## src/rtl/pc_target_unit.sv

```systemverilog
// Program counter with a runtime-writable branch target table (absolute or PC-relative entries) and sticky fault.
// Latency: one edge, inputs at edge N visible after N; no backpressure, halt holds pc and drops any branch.
module pc_target_unit #(
    parameter int D = 10,
    parameter int A = 4
) (
    input  logic         clk,
    input  logic         reset,
    input  logic         halt,
    input  logic         branch_en,
    input  logic [A-1:0] branch_idx,
    input  logic         tbl_we,
    input  logic [A-1:0] tbl_waddr,
    input  logic [D-1:0] tbl_wdata,
    input  logic         tbl_wrel,
    output logic [D-1:0] pc,
    output logic         taken,
    output logic         fault
);
    localparam int N = 2 ** A;

    localparam logic [1:0] ST_RUN   = 2'd0;
    localparam logic [1:0] ST_HOLD  = 2'd1;
    localparam logic [1:0] ST_FAULT = 2'd2;

    localparam logic [D-1:0] PC_ONE = D'(1);

    logic [1:0]   r_state;
    logic [D-1:0] r_pc;
    logic         r_taken;
    logic         r_fault;

    logic [N-1:0] r_vld;
    logic [N-1:0] r_rel;
    logic [D-1:0] r_val [N];

    logic         w_ent_vld;
    logic         w_ent_rel;
    logic [D-1:0] w_ent_val;

    logic [1:0]   w_state_nxt;
    logic [D-1:0] w_pc_nxt;
    logic         w_taken_nxt;
    logic         w_fault_nxt;

    // Table read sees storage before this edge's write, so a same-cycle write is not bypassed.
    assign w_ent_vld = r_vld[branch_idx];
    assign w_ent_rel = r_rel[branch_idx];
    assign w_ent_val = r_val[branch_idx];

    always_comb begin
        w_state_nxt = r_state;
        w_pc_nxt    = r_pc;
        w_taken_nxt = 1'b0;
        w_fault_nxt = r_fault;
        case (r_state)
            ST_RUN: begin
                if (halt) begin
                    w_state_nxt = ST_HOLD;
                end else if (branch_en) begin
                    if (!w_ent_vld) begin
                        w_fault_nxt = 1'b1;
                        w_state_nxt = ST_FAULT;
                    end else begin
                        // Relative offsets are two's complement, so a plain modulo add handles negatives.
                        w_pc_nxt    = w_ent_rel ? (r_pc + w_ent_val) : w_ent_val;
                        w_taken_nxt = 1'b1;
                    end
                end else begin
                    w_pc_nxt = r_pc + PC_ONE;
                end
            end
            ST_HOLD: begin
                if (!halt) begin
                    w_state_nxt = ST_RUN;
                end
            end
            ST_FAULT: begin
                w_fault_nxt = 1'b1;
            end
            default: begin
                w_state_nxt = ST_RUN;
            end
        endcase
    end

    always_ff @(posedge clk or posedge reset) begin
        if (reset) begin
            r_state <= ST_RUN;
            r_pc    <= '0;
            r_taken <= 1'b0;
            r_fault <= 1'b0;
        end else begin
            r_state <= w_state_nxt;
            r_pc    <= w_pc_nxt;
            r_taken <= w_taken_nxt;
            r_fault <= w_fault_nxt;
        end
    end

    always_ff @(posedge clk or posedge reset) begin
        if (reset) begin
            r_vld <= '0;
            r_rel <= '0;
            for (int i = 0; i < N; i++) begin
                r_val[i] <= '0;
            end
        end else if (tbl_we) begin
            r_vld[tbl_waddr] <= 1'b1;
            r_rel[tbl_waddr] <= tbl_wrel;
            r_val[tbl_waddr] <= tbl_wdata;
        end
    end

    assign pc    = r_pc;
    assign taken = r_taken;
    assign fault = r_fault;

endmodule
```

## config.mk

```make
export PLATFORM = sky130hd
export DESIGN_NAME = pc_target_unit
export DESIGN_NICKNAME = d
export VERILOG_FILES = /design/src/rtl/pc_target_unit.sv
export SDC_FILE = /design/constraint.sdc
export NUM_CORES = 1
export LEC_CHECK = 0
export BUFFER_PORTS_ARGS = -buffer_cell sky130_fd_sc_hd__buf_2
export CORE_MARGIN = 2
export CORE_UTILIZATION = 31
export DETAILED_ROUTE_END_ITERATION = 12
export MAX_ROUTING_LAYER = met4
export SYNTH_ARGS = -nofsm -noshare
export SYNTH_HDL_FRONTEND = slang
export SYNTH_SLANG_ARGS = --single-unit
```

## constraint.sdc

```tcl
create_clock -name clk -period 6 [get_ports clk]
set_input_delay 0.6 -clock clk [delete_from_list [all_inputs] [get_ports clk]]
set_output_delay 0.6 -clock clk [all_outputs]
set_load 0.005 [all_outputs]
```

==> key figures <==
Run status
  • Status: finished, final reports clean

Run
  • Max-Cap Viols: 0

Floorplanning
  • Ports: 36
  • Die height: 182 um
  • Die ar.: 0.0330 mm2
  • Initial Util: 31.3%
  • Core area: 0.0313 mm2
  • Die W: 182 um
  • Core Rows: 65

Timing
  • Worst slew margin: 32.9%
  • Unrepaired setup endpoints after global routing: no
  • Hold slack: 0.382 ns
  • Pin slew with the least headroom to its limit: 1.01 ns
  • Final period util: 67.6%
  • Final min period: 4.06 ns
  • Final setup fails: 0
  • Fin Setup TNS: 0 ns
  • Clock Skew: 0.0138 ns
  • F_max: 247 MHz
  • Final count of hold timing violations: 0
  • Final Max Slew Viols: 0

Synthesis
  • Post-synth top area cell: dfrtp_1
  • Synth Net Count: 688
  • Ranking of synthesized cells by area: dfrtp_1 53%, mux2_2 20%, mux4_2 14%
  • Share of the synthesized area in the top cell type: 52.7%
  • Mapped Cells: 653
  • Sequential fraction of the synthesis area: 52.7%
  • Top FF cell, synth: dfrtp_1
  • Yosys Warn Count: 0
  • Syn_area_per_cell: 15.0 um2
  • Post-synth EDFFs: 0
  • Post-synthesis cell area: 0.00979 mm2
  • Post-synth cell types: 48
  • Ys async rst share: 100%
  • Seq cells post-synth: 206

Clocking
  • Clock Tree Root: clkbuf_16
  • Clock Pin Slew Worst Setup and Hold Paths: 0.06 ns
  • CTS tree: yes
  • CTS HTree Levels: 1
  • Cts repair resizes: 0
  • Post-CTS Setup Inserts: 0
  • Num CTS Buffers: 23
  • Clk Latency, worst-skew pair: 0.50 ns
  • Clock Path Buffers: 3
  • Sink Count: 206
  • Hold_buf cts: 1

Worst setup path
  • Crit Path Class: input pin to flop
  • Required @ worst endpoint: 6.39 ns
  • CP max stage cell: buf_2
  • Worst EP arrival: 4.44 ns
  • Crit-path leading delay family: compound AO/OA/AOI/OAI gates
  • CP max FO: 22
  • Most frequent cell on the critical path: mux4_2
  • CP Cell Sequence: buf_2, buf_4, mux4_2, mux4_2, ha_1, a21o_1, a211o_1, a2111oi_0, o21bai_1, a31oi_1, o21ai_1
  • CP Capture Type: flop
  • CP bufs+invs: 2
  • CP startpoint kind: input pin
  • Critical Path Max Stage Delay: 0.57 ns

Route
  • Routed Antenna Nets: 0
  • # DRC: 0
  • Via count: 5605
  • DR WL/cell: 20.5 um
  • Vias/cell: 5.08
  • Drt pass-1 iters: 4
  • First DRT Iteration DRCs: 291
  • Total wire length: 22600 um

Layout
  • Multi-input gate area: 0.00441 mm2
  • Share of post-route cells with drive strength above 1: 48.4%
  • Area growth syn-to-layout: 14.2%
  • Final net count: 723
  • Fill cells: 2929
  • Register area: 0.00515 mm2
  • N_diodes: 0

GRT
  • First-pass GRT wire length: 36400 um
  • Global-route usage over all layers: 14.7%
  • Largest net degree at the start of global routing: 128
  • GRT overflow: 0
  • Vias in the first global route: 5868
  • Initial antenna violation count: 0

Place
  • # port buffers: 35
  • Final GP Congestion: 0.809
  • Final HPWL DP: 14300 um

Hold path
  • Worst hold path class: input pin to flop

Power and ir drop
  • Leakage: 4.68 nW
  • Pwr dens: 387 mW/mm2
  • VDD IR max: 0.000232 V
-- per-stage QoR --
| step | total power, mW | utilization, % | cell area [um2] | std cells | worst slack [ns] |
|---|---|---|---|---|---|
| floorplan | 2.71 | - | 9790 | 653 | 1.62 |
| global placement | 2.96 | 33.3 | 10400 | 1064 | 1.41 |
| detailed placement | 2.99 | 33.3 | 10400 | 1064 | 1.38 |
| CTS | 4.37 | 35.7 | 11200 | 1104 | 1.89 |
| global route | 4.58 | 35.7 | 11200 | 1104 | 1.53 |
| finish | 4.33 | 35.7 | 11200 | 1104 | 1.94 |
-- worst reg2reg max path, cell delays in order (launching register included) --
cell	delay (ns)
dfrtp_1	0.38
mux4_2	0.45
mux4_2	0.49
ha_1	0.24
fa_1	0.41
a21o_1	0.21
a211o_1	0.30
a2111oi_0	0.52
o21bai_1	0.14
a31oi_1	0.19
o21ai_1	0.07
-- state kept, by name, summed over array words and instances, names as in the netlist --
register / cells
taken: 1
r_state: 2
fault: 1
r_val: 160
r_rel: 16
pc: 10
r_vld: 16
-- cells in the final DEF, fill, tap and decap left out, types with 10 or more instances in the layout --
master and count:
a21oi_1 16, buf_2 35, buf_4 15, clkbuf_16 23
dfrtp_1 206, ha_1 10, mux2_2 178, mux2i_1 11
mux4_2 59, nand2_1 11, nand2b_1 11, nor2_1 17
or2_2 11
-- report_power, final --
part           internal (mW)  switching [mW]  total (mW)
Sequential              1.71           0.201        1.92
Combinational          0.604           0.448        1.05
Clock                  0.828           0.535        1.36
-- synth_stat cells (5+ instances only) --
master,instances
nor2_1,17
inv_1,8
mux2_2,178
or2_2,11
ha_1,10
clkbuf_1,27
dfrtp_1,206
nand3_1,5
or3_1,5
mux2i_1,11
nand2b_1,11
xnor2_1,6
a21oi_1,16
a31oi_1,5
buf_2,9
mux4_2,59
buf_1,5
nand2_1,11
-- worst paths after layout --
path	slack [ns]	cells past startpoint	start	end
max	1.94	11	branch_idx[0]	pc[8]
min	0.38	2	halt	r_state[0]
max reg2reg	2.46	10	r_val[10]	pc[8]
min reg2reg	0.46	1	r_state[0]	r_state[1]
max in group asynchronous	4.29	4	reset	r_val[46]
min in group asynchronous	0.54	3	reset	r_val[139]
-- routing by layer --
layer / wire length [um] / GRT usage [%] / vias up
met5: 0 / - / -
met4: 331 / 3.06 / 0
met3: 761 / 2.27 / 29
met2: 11000 / 24.0 / 88
met1: 10500 / 19.7 / 2984
li1: - / - / 2504
-- final cells by class --
cell class / count / area share, %
clock buffer: 34 / 6.14
multi-input combinational: 395 / 39.4
sequential: 206 / 46.1
timing repair buffer: 53 / 3.02
clock inverter: 5 / 0.448
tap: 402 / 4.50
inverter: 9 / 0.358
-- cell families (layout without fill, tap and decap cells) --
logic type               Yosys count  count (layout)  synth area share, %
AO/OA/AOI/OAI                     53              53                 3.48
XOR/XNOR                           7               7                0.626
adder cells (fa/ha/maj)           11              11                 1.48
buffers and inverters             52             101                 2.29
flip-flops                       206             206                 52.7
multiplexers                     248             248                 35.2
AND/OR/NAND/NOR                   76              76                 4.28
Power figures use the tool's default switching activity.
